--- config.mk ---
export PLATFORM = sky130hd
export DESIGN_NAME = btn_conditioner
export DESIGN_NICKNAME = d
export VERILOG_FILES = /design/src/rtl/btn_conditioner.sv
export SDC_FILE = /design/constraint.sdc
export NUM_CORES = 1
export LEC_CHECK = 0
export BUFFER_PORTS_ARGS = -buffer_cell sky130_fd_sc_hd__buf_2
export CAP_MARGIN = 40
export CORE_MARGIN = 1.5
export CORE_UTILIZATION = 56
export CTS_CLUSTER_SIZE = 12
export DETAILED_ROUTE_END_ITERATION = 16
export PLACE_DENSITY = 0.76
export SKIP_LAST_GASP = 1
export SLEW_MARGIN = 20
export SYNTH_ARGS = -nofsm -noshare
export SYNTH_HDL_FRONTEND = slang
export SYNTH_SLANG_ARGS = --single-unit
--- constraint.sdc ---
create_clock -name sys_clk_125 -period 3.9 [get_ports sys_clk_125]
set_input_delay 0.78 -clock sys_clk_125 [delete_from_list [all_inputs] [get_ports sys_clk_125]]
set_output_delay 0.78 -clock sys_clk_125 [all_outputs]
set_load 0.05 [all_outputs]
--- src/rtl/btn_conditioner.sv ---
// Push-button conditioner: per-channel 2-flop sync, debounce FSM,
// debounced level, press/release pulses and a wrapping press counter.
//
// Ports:
//   sys_clk_125 : system clock, all logic on rising edge
//   rst         : asynchronous active-high reset
//   btn         : raw bouncing button levels (1 = pressed)
//   btn_state   : debounced level per channel
//   btn_press   : one-cycle pulse on debounced 0->1
//   btn_release : one-cycle pulse on debounced 1->0
//   press_count : total accepted presses, modulo 256
module btn_conditioner #(
  parameter int N_BTN           = 4,
  parameter int DEBOUNCE_CYCLES = 1_250_000
) (
  input  logic             sys_clk_125,
  input  logic             rst,
  input  logic [N_BTN-1:0] btn,
  output logic [N_BTN-1:0] btn_state,
  output logic [N_BTN-1:0] btn_press,
  output logic [N_BTN-1:0] btn_release,
  output logic [7:0]       press_count
);

  localparam int CW = $clog2(DEBOUNCE_CYCLES);
  localparam logic [CW-1:0] CNT_LAST = CW'(DEBOUNCE_CYCLES - 1);

  typedef enum logic [1:0] {
    RELEASED,
    PRESS_WAIT,
    PRESSED,
    RELEASE_WAIT
  } state_e;

  logic [N_BTN-1:0] s1_q;
  logic [N_BTN-1:0] s2_q;

  state_e        state_q [N_BTN];
  state_e        state_d [N_BTN];
  logic [CW-1:0] cnt_q   [N_BTN];
  logic [CW-1:0] cnt_d   [N_BTN];

  logic [N_BTN-1:0] lvl_q;
  logic [N_BTN-1:0] lvl_d;
  logic [N_BTN-1:0] press_q;
  logic [N_BTN-1:0] press_d;
  logic [N_BTN-1:0] rel_q;
  logic [N_BTN-1:0] rel_d;

  logic [7:0] total_q;
  logic [7:0] total_d;
  logic [7:0] npress;

  // Synchronizer: only s2 is ever used by the debounce logic.
  always_ff @(posedge sys_clk_125 or posedge rst) begin
    if (rst) begin
      s1_q <= '0;
      s2_q <= '0;
    end else begin
      s1_q <= btn;
      s2_q <= s1_q;
    end
  end

  // Per-channel debounce FSM. The count restarts on every reversal,
  // so only an uninterrupted run of the new level is accepted.
  always_comb begin
    lvl_d   = lvl_q;
    press_d = '0;
    rel_d   = '0;
    for (int i = 0; i < N_BTN; i++) begin
      state_d[i] = state_q[i];
      cnt_d[i]   = cnt_q[i];
      unique case (state_q[i])
        RELEASED: begin
          if (s2_q[i]) begin
            state_d[i] = PRESS_WAIT;
            cnt_d[i]   = '0;
          end
        end
        PRESS_WAIT: begin
          if (!s2_q[i]) begin
            state_d[i] = RELEASED;
          end else if (cnt_q[i] == CNT_LAST) begin
            state_d[i] = PRESSED;
            lvl_d[i]   = 1'b1;
            press_d[i] = 1'b1;
          end else begin
            cnt_d[i] = cnt_q[i] + 1'b1;
          end
        end
        PRESSED: begin
          if (!s2_q[i]) begin
            state_d[i] = RELEASE_WAIT;
            cnt_d[i]   = '0;
          end
        end
        RELEASE_WAIT: begin
          if (s2_q[i]) begin
            state_d[i] = PRESSED;
          end else if (cnt_q[i] == CNT_LAST) begin
            state_d[i] = RELEASED;
            lvl_d[i]   = 1'b0;
            rel_d[i]   = 1'b1;
          end else begin
            cnt_d[i] = cnt_q[i] + 1'b1;
          end
        end
        default: begin
          state_d[i] = RELEASED;
          cnt_d[i]   = '0;
        end
      endcase
    end
  end

  always_ff @(posedge sys_clk_125 or posedge rst) begin
    if (rst) begin
      for (int i = 0; i < N_BTN; i++) begin
        state_q[i] <= RELEASED;
        cnt_q[i]   <= '0;
      end
      lvl_q   <= '0;
      press_q <= '0;
      rel_q   <= '0;
    end else begin
      for (int i = 0; i < N_BTN; i++) begin
        state_q[i] <= state_d[i];
        cnt_q[i]   <= cnt_d[i];
      end
      lvl_q   <= lvl_d;
      press_q <= press_d;
      rel_q   <= rel_d;
    end
  end

  // Counter adds the registered press pulses, so it trails
  // btn_press by one cycle; simultaneous presses add together.
  always_comb begin
    npress = '0;
    for (int i = 0; i < N_BTN; i++) begin
      npress = npress + 8'(press_q[i]);
    end
    total_d = total_q + npress;
  end

  always_ff @(posedge sys_clk_125 or posedge rst) begin
    if (rst) begin
      total_q <= '0;
    end else begin
      total_q <= total_d;
    end
  end

  assign btn_state   = lvl_q;
  assign btn_press   = press_q;
  assign btn_release = rel_q;
  assign press_count = total_q;

endmodule
* After elaboration in Yosys (flattened, before gate mapping)
Index checks and enable logic that the tools add are counted.
Storage, ports and cells: register bits after elaboration 120, input port bits 6, output and inout port bits 20, logic and storage cells 185
Operators by class: equality and inequality tests 48, mux-type cells 92, add/subtract/negate cells 8, reduce and logical (&&, ||, !) cells 20
Operator list (count):
- 21-bit 2-to-1 mux | 20
- 21-bit one-hot mux with 4 select lines | 4
- 21-bit by 1-bit adder with 21-bit output (second input constant) | 4
- 21-bit == test (second input constant) | 4
- 2-bit 2-to-1 mux | 24
- 2-bit inequality test (second input constant) | 24
- 1-bit 2-to-1 mux | 36
- 2-bit one-hot mux with 4 select lines | 4
- 4-bit AND reduction | 8
- 3-bit inequality test (second input constant) | 8
- 5-bit AND reduction | 4
- 2-bit == test (second input constant) | 8
- 8-bit by 4-bit adder with 8-bit output | 1
- 2-bit by 1-bit == test with 1-bit output (second input constant) | 4
- 2-bit logical NOT | 4
- 1-bit one-hot mux with 2 select lines | 4
- 2-bit nonzero test | 4
- 3-bit by 1-bit adder with 4-bit output | 1
- 2-bit by 1-bit adder with 3-bit output | 1
- 1-bit by 1-bit adder with 2-bit output | 1

* Depth between registers and ports, before layout
Gate-level depths: netlist (run 1).
word-level depth 4, depth in mapped cells 8, mapped depth without buffers 7

* Worst setup path before layout (run 1)
No wires, ideal clock.
path kind reg-to-reg, start point register press_q[0], in the netlist btn_press[0], end point register total_q[6], in the netlist press_count[6], path slack 1.559 ns, data required time 3.759 ns, path buffers 0, cell stages (with the launch flop) 8, period minus slack after synthesis 2.341 ns, library setup time 0.141 ns, data arrival time 2.199 ns, path through dfrtp_1 -> fa_1 -> fa_1 -> inv_1 -> fa_1 -> nor2b_1 -> nand4_1 -> xnor2_1
On the way: word-level cells in the longest chain between the ends 4
RTL lines:
- start: declaration | RTL line 45 | logic [N_BTN-1:0] press_q;
- start signal: assignment | RTL line 132 | press_q <= press_d;
- 1-bit by 1-bit adder with 2-bit output | RTL line 142 | npress = npress + 8'(press_q[i]);
- 2-bit by 1-bit adder with 3-bit output | RTL line 142
- 3-bit by 1-bit adder with 4-bit output | RTL line 142
- 8-bit by 4-bit adder with 8-bit output | RTL line 144 | total_d = total_q + npress;
- via total_d[6] | RTL line 51 | logic [7:0] total_d;
- end signal: assignment | RTL line 151 | total_q <= total_d;
- end: declaration | RTL line 50 | logic [7:0] total_q;
The timed path passes the listed nets, and every way through them passes these cells. A chain may end at the register's enable or synchronous reset.

* Worst setup path in the final report (run 1)
start point register cnt_q[0] (netlist bit), end point register cnt_q[19] (netlist bit)
On the way: word-level cells in the longest chain between the ends 4, elaborated cells between the ends (all ways) 6, those cells by class add/sub (1); eq/ne (1); mux (4)
RTL lines:
- start: declaration | RTL line 40 | logic [CW-1:0] cnt_q [N_BTN];
- start signal: indexed assignment | RTL line 129 | cnt_q[i] <= cnt_d[i];
- 21-bit by 1-bit adder with 21-bit output / 21-bit == test (equally long branches)
- 21-bit 2-to-1 mux (*) | RTL line 84, 101
- 21-bit 2-to-1 mux, on equally long branches | RTL line 99, 82
- 21-bit one-hot mux with 4 select lines (*) | RTL line 74 | unique case (state_q[i])
Every way passes the cells marked *; elsewhere a longest branch is shown, timed or not. The select of a mux whose other input is x is not followed.

==> results of run 1 <==
## stage by stage
stage / util / hold WS (ns) / cells
floorplan: - / 0.3312 / 660
finish: 0.6581 / 0.3221 / 843
global route: 0.6581 / 0.3481 / 843
CTS: 0.6570 / 0.3188 / 841
detailed placement: 0.6007 / 0.3371 / 809
global placement: 0.6000 / 0.3335 / 808
## state kept, by name, summed over array words and instances (netlist names), named ones only
register and flops:
s1_q 4, s2_q 4, btn_state 4, press_count 8
state_q 4, cnt_q 84, btn_press 4, btn_release 4
## cells by family (layout without fill, tap and decap cells)
group | after synthesis | count (layout) | synth area share
xor+xnor | 22 | 22 | 0.03063
buf+inv | 52 | 95 | 0.03639
fa+ha+maj | 8 | 8 | 0.01949
mux | 5 | 5 | 0.008154
simple gates | 314 | 314 | 0.2717
compound gates | 139 | 139 | 0.1563
flops | 120 | 120 | 0.4773
## power by group through the flow
stage / clock network [mW] / registers, mW / logic, mW
after global routing: 1.70 / 1.35 / 0.168
after global placement: 0 / 1.35 / 0.141
after detailed placement: 0 / 1.36 / 0.148
after floorplan: 0 / 1.34 / 0.124
final: 1.62 / 1.34 / 0.148
after CTS: 1.65 / 1.34 / 0.149
## cell usage in the layout (no fill, tap or decap), drive strengths merged, types with 18 or more instances in the layout
cell and count:
dfrtp 120, nand2 97, nand3 44, o21ai 42
buf 32, nor2 29, inv 28, clkbuf 26
nor3 21, nand4 19, a21oi 18
## layer usage
layer | GRT usage | part of all wire
met1 | 0.3280 | 0.45
met2 | 0.4058 | 0.48
met3 | 0.05439 | 0.051
met4 | 0.06955 | 0.011
met5 | 0 | 0
## worst min path at each step
stage | startpoint | end | slack [ns] | depth (start not counted)
global placement | s1_q[1] | s2_q[1] | 0.33 | 0
floorplan | s1_q[0] | s2_q[0] | 0.33 | 0
global route | rst | cnt_q[58] | 0.35 | 2
CTS | rst | cnt_q[58] | 0.32 | 2
detailed placement | s1_q[0] | s2_q[0] | 0.34 | 0
finish | rst | cnt_q[59] | 0.32 | 2
## final cells by class
type | instances | area share
Timing Repair Buffer | 34 | 0.02829
Inverter | 29 | 0.01572
Clock inverter | 8 | 0.01991
Multi-Input combinational cell | 488 | 0.4269
Sequential cell | 120 | 0.4191
Tap cell | 140 | 0.02445
Clock buffer | 24 | 0.06565
==> results.md, run 1 <==
- Gr ovfl total: 0
- Die width: 109.0 um
- Unique masters post-synth: 74
- DRT Pass-1 Iters: 5
- Final min period: approximately 2.3 ns
- Top delay family on crit path: compound AO/OA/AOI/OAI gates
- Sw power: 0.6859 mW
- Critical R2R Launch: cnt_q[0]
- Slew margin rel.: 0.5314
- Fill cells: approximately 840
- Chip Height: 109.0 um
- CP Launch Type: flip-flop
- Sequential area share after synthesis: 0.4773
- Syn. warnings: 0
- Worst hold path type: input pin to async pin
- # rows: 38
- Vias per cell: between 6 and 7
- Period utilization: 0.6022
- Final-report hold violation count: 0
- Initial antenna violation count: 0
- CP arrival: 2.77 ns
- Syn_nets: approximately 670
- H-Tree Depth: 4
- Layout Nets: between 700 and 800
- Root buffer selected by CTS: clkbuf_8
- Ranking of synthesized cells by area: dfrtp_1, nand2_1, nand3_1, o21ai_0, nand4_1
- GPL Wtd Cong: between 0.8 and 0.9
- Tot Pwr: roughly 3.1 mW
- Starting density of the core: 0.5778
- Yosys top cell area share: 0.4773
- DRT antenna net count: 0
- DIE AREA: 11880 sq um
- Req. time, crit path: 4.32 ns
- Unrepaired setup endpoints after global routing: no
- CTS Buf Count: 17
- Core region area: 10890 sq um
- Clock Latency Late Sink: roughly 0.52 ns
- CP max stage cell: o31ai_4
- Main flop type after synthesis: dfrtp_1
- Slew Limit Fails: 0
- Crit Path Class: flip-flop to flip-flop
- CP peak stage delay: 0.60 ns
- # diodes: 0
- CP Capture Type: flip-flop
- Total track usage: 0.2465
- Register area: 3003 sq um
- R2R setup slack: roughly 1.6 ns
- Largest net degree at the start of global routing: between 60 and 70
- DRC errors left: 0
- Io pins: 26
- Internal: approximately 2.4 mW
- Num Clock Sinks: 120
- Avg WL per Cell: between 15 and 20 um
- Max IR drop VDD: around 0.00029 V
- CTS tree: built
- TNS Setup: 0 ns
- Critical path depth: 6
- Multi-input combinational cell area: a little over 3000 sq um
- Clock group share of total power: 0.521
- Hold Buf Count CTS: 0
- Syn Std Cell Area: about 6300 sq um
- Finish-stage setup viols: 0
- Static leakage: 3.142 nW
- Clock transition at path regs: about 0.06 ns
- First-pass GRT wire length: roughly 23 mm
- CTS max path bufs: 2
- Final Instance Area: about 7200 sq um
- Status: finished clean
- Post-synth ARST share: 1.000
- Slew @ Worst Pin: around 0.70 ns
- Bufs and invs on worst path: 0
- Area grow syn2layout: 13.90%
- Most frequent cell after synthesis: dfrtp_1
- Post-CTS setup buffers: 0
- Max Cap Violations: 0
- Power share of the combinational group: 0.048
- Switching fraction of total power: 0.2206
- Crit Path Max Fanout: 16
- Share of cells above drive strength 1: 0.1181
- Crit-path cells: ha_1, nand3b_1, or4_4, o31ai_4, a21oi_1, o21ai_0
- Worst setup margin: 1.551 ns
- Clock Skews: approximately 0.0046 ns
- Drt initial violations: roughly 320
- Syn Area/Cell: between 9 and 10 sq um
- Crit. Startpoint: cnt_q[0]
- Largest area contributor in the netlist: dfrtp_1
- Drt total wl: about 14 mm
- R2R Path End: cnt_q[19]
- Post-synth top cells: dfrtp_1, nand2_1, nand3_1, o21ai_0, nor2_1
- Pre-CTS worst setup slack: roughly 1.6 ns
- Fmax: about 430 MHz
- Vias in the first global route: roughly 5000
- Post-DP HPWL: roughly 9 mm
- Reg power frac: 0.431
- R2r worst-path depth: 6
- Post-synth EDFFs: 0
- Post-Syn Instances: 660
- Pwr per Cell Area: roughly 430 nW/um^2
- Via Count: 5218
- Register bit count reported by yosys: between 100 and 150
- Placed cell areas: between 6000 and 7000 sq um
- Port-buffer cells: 25
- CP Capture Point: cnt_q[19]
- Post-CTS sizing: 0
(Power assumes the default switching activity.)
==> inputs of run 2 (changes only) <==
==> constraint.sdc (replaced) <==
create_clock -name sys_clk_125 -period 1.97 [get_ports sys_clk_125]
set_input_delay 0.394 -clock sys_clk_125 [delete_from_list [all_inputs] [get_ports sys_clk_125]]
set_output_delay 0.394 -clock sys_clk_125 [all_outputs]
set_load 0.05 [all_outputs]
==> run 2 against run 1 <==
Compared with the run above: the run now ends with negative setup slack left; setup slack got worse by 1.7 ns; final cell count increased by 6.9%; clock skew is 0.0012 ns higher; largest cell class unchanged; sequential power grew 96%; global-route usage grew 2.1 points; critical path depth increased by 1; count of clock-buffer cells in the layout down 6; routed wire length grew 7.8%.
==> results.md, run 2 (synthesis gave the netlist of run 1 again) <==
- Max Cap Violations: 0
- CP Launch Type: flip-flop
- Area grow syn2layout: 22.59%
- CP Capture Type: flip-flop
- Slew margin rel.: 0.6774
- Crit Path Max Fanout: 2
- Post-DP HPWL: slightly below 10 mm
- Worst setup margin: -0.1382 ns
- Status: finished with violations
- Num Clock Sinks: 120
- Initial antenna violation count: 0
- CTS tree: built
- Clock Skews: between 0.005 and 0.006 ns
- Starting density of the core: 0.5778
- Total track usage: 0.2672
- Io pins: 26
- Slew @ Worst Pin: between 0.4 and 0.5 ns
- Post-layout util: 0.7083
- Top delay family on crit path: adder cells
- Static leakage: between 3 and 4 nW
- Most frequent cells in the layout: dfrtp_1, nand2_1, buf_4
- Req. time, crit path: roughly 2.4 ns
- Largest net degree at the start of global routing: 43
- Finish-stage setup viols: 5
- First-pass GRT wire length: around 25 mm
- DRT antenna net count: 0
- Crit-path cells: fa_1, fa_2, inv_2, fa_2, nor2b_2, nand4_1, xnor2_1
- Slew Limit Fails: 0
- Final min period: 2.108 ns
- Most common cell after layout, fill and taps aside: dfrtp_1
- Worst hold path type: flip-flop to flip-flop
- CTS max path bufs: 2
- GPL Wtd Cong: 0.8492
- Vias in the first global route: 5349
- Port-buffer cells: 25
- Layout Nets: roughly 760
- Failing checks: negative setup slack
- Most used cell, CP: fa_2
- Die width: about 110 um
- Clock Latency Late Sink: 0.53 ns
- # rows: 38
- Bufs and invs on worst path: 1
- DRT Pass-1 Iters: 5
- Chip Height: around 110 um
- DRC errors left: 0
- Gr ovfl total: 0
- Via Count: 5472
- # diodes: 0
- CTS Buf Count: 17
- Share of cells above drive strength 1: 0.2142
- Crit Path Class: flip-flop to flip-flop
- Drt total wl: roughly 15 mm
- Fmax: approximately 470 MHz
- DIE AREA: between 10000 and 15000 sq um
- Drt initial violations: approximately 400
- Vias per cell: just over 6
- Pwr per Cell Area: about 770 nW/um^2
- Avg WL per Cell: 16.23 um
- H-Tree Depth: 4
- Unrepaired setup endpoints after global routing: yes
- Core region area: between 10000 and 15000 sq um
- Tot Pwr: roughly 5.9 mW
- CP peak stage delay: approximately 0.57 ns
- Period utilization: 1.070
- CP arrival: approximately 2.5 ns
- Top reg by flops: cnt_q
- Max reg flops: 84
- Hold Slack: around 0.35 ns
- Max IR drop VDD: 0.0005825 V
- Final-report hold violation count: 0
- Clock transition at path regs: 0.06 ns
- CP max stage cell: fa_1
- Root buffer selected by CTS: clkbuf_8
[run 2: cell count changes in the layout (fill, tap and decap cells not counted), moves of 5 or more]
cell	previous run	this run
clkinvlp_4	2	7
dfrtp_2	0	6
clkinv_4	0	5
dfrtp_1	120	114
dlygate4sd3_1	0	5
buf_4	6	53
[run 2: metal layers]
layer  routed length (um)  up-vias  global-route usage
met5                    0        -                   0
met4                  203        0             0.08741
met3                  733       22             0.06635
met2                 7384      130              0.4366
met1                 6306     2706              0.3485
li1                     -     2614                   -
[run 2: report_power, final]
group          total, mW  internal (mW)  switching (mW)
logic              0.397          0.177           0.220
clock network       2.89           1.71            1.19
registers           2.63           2.54          0.0923
[run 2: final timing paths]
check,from,endpoint,slack [ns],cells after the start
setup / recovery,btn_press[1],press_count[6],-0.14,7
hold / removal,s1_q[0],s2_q[0],0.35,0
setup reg to reg,btn_press[1],press_count[6],-0.14,7
hold reg to reg,s1_q[0],s2_q[0],0.35,0
max in group asynchronous,rst,cnt_q[54],0.84,4
min in group asynchronous,rst,btn_state[0],0.43,3
[run 2: worst register-to-register path: cells and delay by family, from the launching register on]
kind	cells	cell delay, ns
adders and majority gates	3	1.13
DFF	1	0.41
and+or+nand+nor	2	0.25
xor gates and xnor gates	1	0.15
buffers and inverters	1	0.04
[run 2: timing repair]
item / 4_1_cts / 5_1_grt
hold buffers: 5 / 0
gates cloned: 0 / 1
endpoints found under the setup margin: 6 / 50
gates resized for setup: 7 / 18
setup buffers: 3 / 7
pin swaps: 1 / 11
hold endpoints to repair: 19 / 0
[run 2: per-stage QoR]
| stage | setup WS [ns] | cell area (sq um) | std cells | setup TNS, ns |
|---|---|---|---|---|
| final | -0.1382 | 7712 | 901 | -0.4485 |
| after global routing | -0.2266 | 7712 | 901 | -0.8568 |
| after global placement | -0.08519 | 6929 | 853 | -0.1147 |
| after CTS | -0.1524 | 7579 | 893 | -0.3301 |
| after floorplan | -0.2261 | 6304 | 660 | -0.5479 |
| after detailed placement | -0.2127 | 6929 | 853 | -0.3786 |
[run 2: area by class of cell]
class	count	area, sq um
fillers	811	3176
multi-input cells	488	3126
flip-flops and latches	120	3010
repair buffers	92	732.0
clock buffers	18	427.9
well taps	140	175.2
clock inverters	14	128.9
inverters	29	112.6
==> inputs of run 3 (changes only) <==
--- a/config.mk
+++ b/config.mk
@@ -9,9 +9,11 @@
 export CAP_MARGIN = 40
 export CORE_MARGIN = 1.5
 export CORE_UTILIZATION = 56
+export CTS_CLUSTER_DIAMETER = 50
 export CTS_CLUSTER_SIZE = 12
 export DETAILED_ROUTE_END_ITERATION = 16
 export PLACE_DENSITY = 0.76
+export RECOVER_POWER = 50
 export SKIP_LAST_GASP = 1
 export SLEW_MARGIN = 20
 export SYNTH_ARGS = -nofsm -noshare
==> constraint.sdc (replaced) <==
create_clock -name sys_clk_125 -period 1.9 [get_ports sys_clk_125]
set_input_delay 0.38 -clock sys_clk_125 [delete_from_list [all_inputs] [get_ports sys_clk_125]]
set_output_delay 0.38 -clock sys_clk_125 [all_outputs]
set_load 0.05 [all_outputs]
==> run 3 against run 2 <==
Compared with the run above: the run still ends with negative setup slack left; sequential power is 4% higher; routed wire length increased by 11%; worst hold slack about the same; highest routed layer unchanged; largest cell class unchanged; count of clock-buffer cells in the layout increased by 5.
==> results.md, run 3 (synthesis gave the netlist of run 1 again) <==
- Status: finished with violations
- Failing checks: negative setup slack
- Total track usage: 0.2869
- Met2 usage: 0.5022
- Pwr per Cell Area: between 700 and 800 nW/um^2
- Gr ovfl total: 0
- Crit-path cells: fa_1, fa_2, inv_2, fa_2, nor2b_2, nand4_1, xnor2_1
- Critical R2R Launch: btn_press[1]
- Met1 Track Usage GR: 0.3460
- CP arrival: 2.49 ns
- Slew Limit Fails: 0
- Num Clock Sinks: 120
- Bufs and invs on worst path: 1
- Slew @ Worst Pin: just over 0.9 ns
- First-pass GRT wire length: around 26 mm
- H-Tree Depth: 4
- CTS max path bufs: 2
- Drt total wl: 16.27 mm
- Static leakage: 3.622 nW
- Largest net degree at the start of global routing: 39
- HP Start: s1_q[0]
- Slew margin rel.: 0.3770
- Initial antenna violation count: 0
- Clock transition at path regs: 0.06 ns
- Max IR drop VDD: between 0.0008 and 0.0009 V
- Finish-stage setup viols: 9
- Io pins: 26
- Post-Layout Cell Count: about 930
- Post-layout util: 0.7442
- Drt initial violations: between 400 and 500
- Final min period: 2.062 ns
- Worst hold path type: flip-flop to flip-flop
- DIE AREA: about 12000 sq um
- Hold Slack: 0.3462 ns
- Fmax: 484.9 MHz
- Top delay family on crit path: adder cells
- Clock Latency Late Sink: around 0.54 ns
- CTS tree: built
- CP peak stage delay: about 0.55 ns
- Crit Path Class: flip-flop to flip-flop
- Most common cell after layout, fill and taps aside: dfrtp_1
- Starting density of the core: 0.5778
- Most used cell, CP: fa_2
- Post-DP HPWL: 10.17 mm
- Die width: 109.0 um
- Req. time, crit path: 2.33 ns
- CP Launch Type: flip-flop
- Port-buffer cells: 25
- Share of cells above drive strength 1: 0.2702
- Vias per cell: 6.162
- Layout Nets: between 700 and 800
- Most frequent cells in the layout: dfrtp_1, nand2_1, buf_4
- # diodes: 0
- Root buffer selected by CTS: clkbuf_8
- Top reg by flops: cnt_q
- Via Count: between 5000 and 6000
- Avg WL per Cell: 17.46 um
- Final-report hold violation count: 0
- Area grow syn2layout: 28.80%
- Core region area: between 10000 and 15000 sq um
- Tot Pwr: between 6 and 7 mW
- Clock Skews: 0.01149 ns
- Fill cells: roughly 740
- Max reg flops: 84
- Period utilization: 1.085
- DRT Pass-1 Iters: 6
- Max Cap Violations: 0
- Crit. Startpoint: btn_press[1]
- Worst setup margin: -0.1622 ns
- Vias in the first global route: between 5000 and 6000
- DRC errors left: 0
- Placed insts: between 800 and 900
- Met3 usage: 0.07472
- Chip Height: 109.0 um
- Unrepaired setup endpoints after global routing: yes
- GPL Wtd Cong: 0.8866
- CP Capture Type: flip-flop
- DRT antenna net count: 0
- # rows: 38
- CP max stage cell: fa_1
- Crit Path Max Fanout: 2
- CTS Buf Count: 17
- Grt peak-use layer: met2
- Pre-CTS worst setup slack: -0.1901 ns
==> run 3: cell count changes in the layout (fill, tap and decap cells not counted), moves of 5 or more <==
| cell | change |
|---|---|
| nand2_1 | -6 |
| o21ai_0 | -7 |
| o311ai_0 | -5 |
| clkinv_4 | -5 |
| clkinvlp_4 | -7 |
| o21ai_1 | +7 |
| clkbuf_1 | +6 |
| buf_4 | +25 |
| clkinv_2 | +5 |
==> run 3: report_power, final <==
part           total, mW  switching [mW]  internal [mW]
logic              0.495           0.270          0.225
registers           2.73          0.0915           2.63
clock network       3.14            1.11           2.02
==> run 3: through the flow <==
stage	cell area, sq um	TNS (ns)
floorplan	6304	-1.069
global placement	7072	-0.2558
detailed placement	7072	-0.5389
CTS	7905	-0.5641
global route	8103	-1.904
finish	8103	-0.4292
==> run 3: area by class of cell <==
type | count | area (sq um) | area share
multi-input combinational | 488 | 3311 | 0.4086
tap | 140 | 175.2 | 0.02162
inverter | 29 | 110.1 | 0.01359
clock buffer | 23 | 486.7 | 0.06007
timing repair buffer | 123 | 912.1 | 0.1126
clock inverter | 9 | 95.09 | 0.01174
sequential | 120 | 3013 | 0.3718
==> run 3: path summary, 6_finish.rpt <==
| kind | end | slack (ns) | cells past startpoint |
|---|---|---|---|
| max in group asynchronous | state_q[6] | 0.31 | 4 |
| hold / removal | s2_q[0] | 0.35 | 0 |
| hold reg to reg | s2_q[0] | 0.35 | 0 |
| setup reg to reg | press_count[6] | -0.16 | 7 |
| min in group asynchronous | cnt_q[73] | 0.52 | 3 |
| setup / recovery | press_count[6] | -0.16 | 7 |
==> run 3: routing by layer <==
| metal | wire length [um] | up-vias |
|---|---|---|
| li1 | - | 2672 |
| met1 | 6768 | 2836 |
| met2 | 8262 | 201 |
| met3 | 932 | 34 |
| met4 | 306 | 0 |
| met5 | 0 | - |
==> run 3: timing repair <==
item                                    CTS  global route
gates resized for setup                  30            48
cloned                                    1             1
hold buffers                              5             0
endpoints found under the hold margin    19             0
pin swaps                                 9            19
endpoints found under the setup margin   38            60
setup buffers                            11            12
